**src/rtl/view_ctrl.sv**
```systemverilog
// Sprite/background draw sequencer: grants one request from IDLE, steps the pixel datapath, and aligns plot with it.
// Draw length is SPR_PIX or BG_PIX run cycles plus PIPE drain cycles. Requests are level-held and wait while busy.
module view_ctrl #(
  parameter int SPR_PIX = 256,
  parameter int BG_PIX  = 131072,
  parameter int SCR_W   = 320,
  parameter int SCR_H   = 240,
  parameter int PIPE    = 2
) (
  input  logic       clk,
  input  logic       resetn,
  input  logic       bg_req,
  input  logic       spr_req,
  input  logic [8:0] spr_x,
  input  logic [7:0] spr_y,
  input  logic       spr_stone,
  output logic       bg_ack,
  output logic       spr_ack,
  output logic       busy,
  output logic       done,
  output logic [8:0] x_init,
  output logic [7:0] y_init,
  output logic       load_x,
  output logic       load_y,
  output logic       load_stone,
  output logic       resetn_c,
  output logic       enable_c,
  output logic       enable_x_adder,
  output logic       enable_y_adder,
  output logic       draw_background,
  output logic       plot
);

  typedef enum logic [2:0] {IDLE, LOAD, SPR_RUN, BG_RUN, DRAIN, DONE} state_t;

  localparam int SPR_CW = $clog2(SPR_PIX + 1);
  localparam int DRN_CW = $clog2(PIPE + 1);
  localparam logic [SPR_CW-1:0] SPR_LAST = SPR_CW'(SPR_PIX - 1);
  localparam logic [16:0]       BG_LAST  = 17'(BG_PIX - 1);
  localparam logic [DRN_CW-1:0] DRN_LAST = DRN_CW'(PIPE - 1);
  localparam logic [9:0]        W_LIM    = 10'(SCR_W);
  localparam logic [8:0]        H_LIM    = 9'(SCR_H);

  state_t            state, state_nxt;
  logic [SPR_CW-1:0] spr_cnt;
  logic [DRN_CW-1:0] drn_cnt;
  logic [16:0]       shadow;
  logic [PIPE-1:0]   dly;
  logic              stone_q;
  logic              pix_stb;
  logic              bg_vis;

  // Shadow counter mirrors the datapath background counter: x in [8:0], y in [16:9].
  assign bg_vis = ({1'b0, shadow[8:0]} < W_LIM) && ({1'b0, shadow[16:9]} < H_LIM);

  always_comb begin
    state_nxt       = state;
    bg_ack          = 1'b0;
    spr_ack         = 1'b0;
    load_x          = 1'b0;
    load_y          = 1'b0;
    resetn_c        = 1'b1;
    enable_c        = 1'b0;
    enable_x_adder  = 1'b0;
    enable_y_adder  = 1'b0;
    draw_background = 1'b0;
    pix_stb         = 1'b0;
    case (state)
      IDLE: begin
        resetn_c = 1'b0;
        if (bg_req) begin
          bg_ack    = 1'b1;
          state_nxt = BG_RUN;
        end else if (spr_req) begin
          spr_ack   = 1'b1;
          state_nxt = LOAD;
        end
      end
      LOAD: begin
        load_x    = 1'b1;
        load_y    = 1'b1;
        resetn_c  = 1'b0;
        state_nxt = SPR_RUN;
      end
      SPR_RUN: begin
        enable_c       = 1'b1;
        enable_x_adder = 1'b1;
        enable_y_adder = 1'b1;
        pix_stb        = 1'b1;
        if (spr_cnt == SPR_LAST) state_nxt = DRAIN;
      end
      BG_RUN: begin
        draw_background = 1'b1;
        enable_x_adder  = 1'b1;
        enable_y_adder  = 1'b1;
        pix_stb         = bg_vis;
        if (shadow == BG_LAST) state_nxt = DRAIN;
      end
      DRAIN: begin
        if (drn_cnt == DRN_LAST) state_nxt = DONE;
      end
      DONE:    state_nxt = IDLE;
      default: state_nxt = IDLE;
    endcase
  end

  assign busy       = (state != IDLE);
  assign done       = (state == DONE);
  assign plot       = dly[PIPE-1];
  // Selected sprite is visible on the grant cycle itself, then held from the register.
  assign load_stone = spr_ack ? spr_stone : stone_q;

  always_ff @(posedge clk or negedge resetn) begin
    if (!resetn) state <= IDLE;
    else         state <= state_nxt;
  end

  always_ff @(posedge clk or negedge resetn) begin
    if (!resetn) begin
      spr_cnt <= '0;
      drn_cnt <= '0;
      shadow  <= '0;
    end else begin
      spr_cnt <= (state == SPR_RUN && spr_cnt != SPR_LAST) ? spr_cnt + 1'b1 : '0;
      drn_cnt <= (state == DRAIN && drn_cnt != DRN_LAST) ? drn_cnt + 1'b1 : '0;
      if (state == BG_RUN) shadow <= (shadow == BG_LAST) ? '0 : shadow + 1'b1;
    end
  end

  always_ff @(posedge clk or negedge resetn) begin
    if (!resetn) begin
      dly <= '0;
    end else begin
      dly[0] <= pix_stb;
      for (int i = 1; i < PIPE; i++) dly[i] <= dly[i-1];
    end
  end

  always_ff @(posedge clk or negedge resetn) begin
    if (!resetn) begin
      x_init  <= '0;
      y_init  <= '0;
      stone_q <= 1'b0;
    end else if (spr_ack) begin
      x_init  <= spr_x;
      y_init  <= spr_y;
      stone_q <= spr_stone;
    end else if (bg_ack || state == DONE) begin
      stone_q <= 1'b0;
    end
  end

endmodule
```
**config.mk**
```make
export PLATFORM = sky130hd
export DESIGN_NAME = view_ctrl
export DESIGN_NICKNAME = d
export VERILOG_FILES = /design/src/rtl/view_ctrl.sv
export SDC_FILE = /design/constraint.sdc
export NUM_CORES = 1
export LEC_CHECK = 0
export BUFFER_PORTS_ARGS = -buffer_cell sky130_fd_sc_hd__buf_2
export CORE_ASPECT_RATIO = 0.5
export CORE_UTILIZATION = 42
export CTS_CLUSTER_SIZE = 10
export DETAILED_ROUTE_END_ITERATION = 8
export PLACE_DENSITY = 0.77
export SYNTH_ARGS = -nofsm -noshare
export SYNTH_HDL_FRONTEND = slang
export SYNTH_SLANG_ARGS = --single-unit
```
**constraint.sdc**
```tcl
create_clock -name clk -period 2.6 [get_ports clk]
set_clock_uncertainty 0.15 [all_clocks]
set_input_delay 0.26 -clock clk [delete_from_list [all_inputs] [get_ports clk]]
set_output_delay 0.26 -clock clk [all_outputs]
set_load 0.005 [all_outputs]
```
* After elaboration in Yosys (flattened, before gate mapping) *
Cells that the tools add are included.

storage, ports and cells
  flip-flop bits (word level) = 51
  bits in latches = 0
  RAM bits = 0
  ROM bits = 0
  bits of input ports = 22
  output and inout port bits = 30
  logic and storage cells = 60
  memories = 0

cells by class
  add/subtract/negate cells = 3
  multipliers = 0
  div/mod/pow operators = 0
  order comparisons = 2
  equal/unequal tests = 14
  shift operators = 0
  mux-type cells = 23
  bitwise operators = 0
  reduce and logical (&&, ||, !) cells = 10

operator list
  cell                   number
  $add 17x1->17 const B  1
  $eq 17x17->1 const B   1
  $mux 17                1
  $mux 3                 5
  $pmux 3 s5             1
  $mux 1                 13
  $add 9x1->9 const B    1
  $eq 9x8->1 const B     1
  $lt 9x9->1 const B     1
  $mux 9                 1
  $ne 9x8->1 const B     1
  $lt 8x8->1 const B     1
  $eq 3x2->1 const B     2
  $eq 3x3->1 const B     2
  $ne 2x2->1 const B     3
  $reduce_and 4->1       1
  $reduce_or 2->1        2
  $eq 3x1->1 const B     1
  $logic_and 1x1->1      3
  $logic_not 3->1        1
  $ne 3x3->1 const B     1
  $reduce_bool 3->1      1
  $add 2x1->2 const B    1
  $eq 2x1->1 const B     1
  5 further kinds        5

* Longest topological paths before layout *
  depth after elaboration = 5
  depth in mapped cells = 11
  mapped depth without buffers = 9

* Worst setup path before layout *
No wires, ideal clock.

  path type = register -> register
  from = register shadow[0]
  to = register shadow[10]
  library setup time = 124 ps
  arrival time = 2346 ps
  data required time = 2326 ps
  slack = -20 ps
  stages on the path, launching flop included = 12
  buffers on the path = 2
  period minus slack after synthesis = 2620 ps
  path through = dfrtp_1 ha_1 and3_1 clkbuf_1 nand2_1 nor3_1 ha_1 clkbuf_1 inv_1 nand2_1 nor4_1 a211o_1

between the ends
  cells in the longest elaborated chain, start to end = 2
  elaborated cells on any way between the ends = 3
  those cells by class = 1 x add/sub; 1 x eq/ne; 1 x mux

RTL lines
  item                                           line  text
  from (decl)                                    47    logic [16:0] shadow;
  from (signal assigned)                         126   if (state == BG_RUN) shadow <= (shadow == BG_LAST) ? '0 : shadow + 1'b1;
  $add 17x1->17 or $eq 17x17->1 (tied branches)  126
  $mux 17 *                                      126

Every way passes the cells marked *; elsewhere a longest branch is shown, timed or not.
A chain may end at the register's enable or synchronous reset.

* Worst setup path in the final report *
  from = register shadow[0]
  to = register shadow[2]

Same word-level chain as after synthesis.

==> impl_metrics.tcl <==
set metrics [dict create \
    synth_area_mm2 0.00237 \
    drv_cap 0 \
    via_per_inst 5.48 \
    r2r_setup_slack_ns 0.25 \
    synth_top_family_by_area "simple AND/OR/NAND/NOR gates" \
    cp_max_fo 9 \
    synth-simple-area-share_pct 16.8 \
    die_w_um 108 \
    cp_slowest_stage_delay_ns 0.40 \
    routedWlPerCell_um 13.6 \
    hpwl_um 3410 \
    yosys_most_used_dff "dfrtp_1" \
    yosysUniqueCellTypes 39 \
    fin_tns_setup_ns 0 \
    die_area_mm2 0.00597 \
    fin_crit_sh_pct 90.5 \
    drive_above_1_share_pct 30.6 \
    synth-edff-count 0 \
    grt_overflow 0 \
    first_pass_iters 4 \
    grt_max_degree 52 \
    setup_viol 0 \
    cp.arrival_ns 2.36 \
    syn_area_per_cell_um2 10.4 \
    synth_compound_area_share_pct 11.7 \
    status "finished clean" \
    cp-end-kind "register" \
    hold_violations 0 \
    hold-path-endpoint "x_init[5]" \
    nNetsFinal 310 \
    vias 1941 \
    dp_cells 345 \
    wirelength_um 4830 \
    clk_path_buf_depth 2 \
    boundaryPins 52 \
    yosysTopAreaCell "dfrtp_1" \
    worstPathRequired_ns 2.61 \
    synth-async-reset-ratio_pct 100 \
    path_clk_slew_ns 0.07 \
    ys_top_cells_by_area "dfrtp_1 54%, mux2_2 8.5%, o21ai_0 4.2%, nor2_1 3.3%, nand3_1 3.0%" \
    first_global_vias 1749 \
    port_buffers 51 \
    fillCellCount 404 \
    total_leakage_power_nw 1.41 \
    synth_top_area_share_pct 53.8 \
    yosysSeqAreaShare_pct 53.8 \
    worstReg2RegStart "shadow[0]" \
    die_height_um 55.1 \
    cts_num_sinks 51 \
    final_area_mm2 0.00289 \
    grt_pass1_wl_um 7420 \
    start_kind "register" \
    cts_root_buffer "clkbuf_16" \
    rr_worst_depth 9 \
    syn_inst 227 \
    syn_to_final_growth_pct 21.8 \
    worstReg2RegEnd "shadow[2]" \
    fmax_ghz 0.425 \
    design.core.area_mm2 0.00518 \
    clock_latency_ns 0.29 \
    period_needed_ns 2.35 \
    rsz0062_at_grt "no" \
    ant_nets 0 \
    cts_tree "built" \
    slowest_stage "dfrtp_1" \
    synth-xor-area-share_pct 1.85 \
    fin_cells 354 \
    diodes 0 \
    synth_seq_cells 51 \
    slew_headroom_pct 67.5 \
    irDropWorstVdd_uv 290 \
    p_per_area_mw_per_mm2 585 \
    synth_common_cells "51 x dfrtp_1, 21 x nor2_1, 20 x o21ai_0, 18 x mux2_2, 16 x nand2_1" \
    start_util_pct 45.8 \
    cts_buffers 5 \
    rows 18 \
    post_dp_cell_area_mm2 0.00272 \
    antenna_found_initial 0 \
    gp_congestion 0.862 \
    drc 0 \
    worst_pin_slew_ns 0.483 \
    yosysMostFrequentCell "dfrtp_1" \
    hp-start "spr_x[5]" \
    syn_nets 254 \
    synth_warnings 0 \
    worstHoldPathCells 2 \
    synth.mux.area_fraction_pct 8.97 \
    crit_type "register to register" \
    crit_chain "ha_1 -> and3_1 -> nand2_1 -> nor3_1 -> ha_1 -> buf_4 -> nor2_1 -> o21ai_0 -> o21ai_0" \
    drv_slew 0 \
    htree_levels 2 \
    yosys.area_share.adder_pct 2.64 \
    drt-initial-drc-count 121 \
    grtUsageTotal_pct 16.4 \
    worstHoldPathType "input pin to register" \
]
## layout by cell type, fill, tap and decap left out, types with 2 or more instances in the layout
master	n
nor3_1	5
o21ai_0	20
or4_1	3
xor2_1	2
and3_1	3
ha_1	5
nand2_1	16
o31ai_1	5
or3_1	5
buf_2	51
clkbuf_16	5
nand4_1	4
nand3_1	14
a31oi_1	4
dfrtp_1	51
a21oi_1	8
inv_1	11
xnor2_1	3
buf_4	6
nand2b_1	2
nor2_1	21
o21a_1	2
mux2_2	18
## metrics by stage
step           power, mW  worst slack [ns]  hold WS (ns)  utilization, %
6_report            1.69             0.248        0.0493            55.8
5_1_grt             1.76            0.0536        0.0488            55.8
4_1_cts             1.70             0.222        0.0400            55.8
3_5_place_dp        1.03             0.224         0.124            52.6
3_3_place_gp        1.02             0.357         0.114            52.6
2_1_floorplan      0.959             0.116        -0.186               -
## worst max-delay path: cells and delay by family, from the launching register on
kind,cells,cell delay (ns)
and+or+nand+nor,4,0.77
adders and majority gates,2,0.43
DFF,1,0.40
buffers and inverters,1,0.18
AOI/OAI and AO/OA,2,0.29
## power breakdown
part           total [mW]  switching [mW]  internal (mW)
combinational       0.133          0.0758         0.0570
sequential          0.888          0.0541          0.834
clock               0.670           0.285          0.385
total                1.69           0.415           1.28
## worst max-delay path by stage
stage | end | slack [ns] | start
final | shadow[2] | 0.25 | shadow[0]
after global routing | shadow[2] | 0.05 | shadow[0]
after CTS | shadow[14] | 0.22 | shadow[0]
after detailed placement | shadow[14] | 0.22 | shadow[0]
after global placement | shadow[14] | 0.36 | shadow[0]
after floorplan | shadow[14] | 0.12 | shadow[0]
## routing by layer
layer / part of all wire [%] / vias to the layer above / global-route usage, % / wire (µm)
met5: 0 / - / 0 / 0
met4: 1.5 / 0 / 7.88 / 71
met3: 7.2 / 10 / 3.63 / 347
met2: 48 / 81 / 31.5 / 2310
met1: 44 / 929 / 18.1 / 2100
li1: - / 921 / - / -
## kinds of logic (layout without fill, tap and decap cells)
| group | count (synthesis) | after routing |
|---|---|---|
| AO/OA/AOI/OAI | 46 | 46 |
| XOR/XNOR | 5 | 5 |
| adder cells (fa/ha/maj) | 5 | 5 |
| buffers and inverters | 22 | 79 |
| flip-flops | 51 | 51 |
| multiplexers | 19 | 19 |
| AND/OR/NAND/NOR | 79 | 79 |
## sequential cells by signal, summed over array words and instances (netlist names)
register / cells
y_init: 8
state: 3
x_init: 9
dly: 2
spr_cnt: 9
shadow: 17
stone_q: 1
drn_cnt: 2
## repair_timing
item                                    in CTS  in global routing
hold buffers                                 1                  0
endpoints found under the hold margin       51                  0
endpoints found under the setup margin       0                  1
resized for setup                            0                  1
setup buffers                                0                  0
## cell type report
class / count / area, µm² / area share (%)
inverters: 12 / 45.0 / 1.56
repair buffers: 59 / 330 / 11.4
well taps: 70 / 87.6 / 3.03
clock buffers: 6 / 139 / 4.81
clock inverters: 2 / 16.3 / 0.563
flip-flops and latches: 51 / 1280 / 44.2
multi-input cells: 154 / 995 / 34.4
No activity file was read; power rests on OpenSTA's default activity.
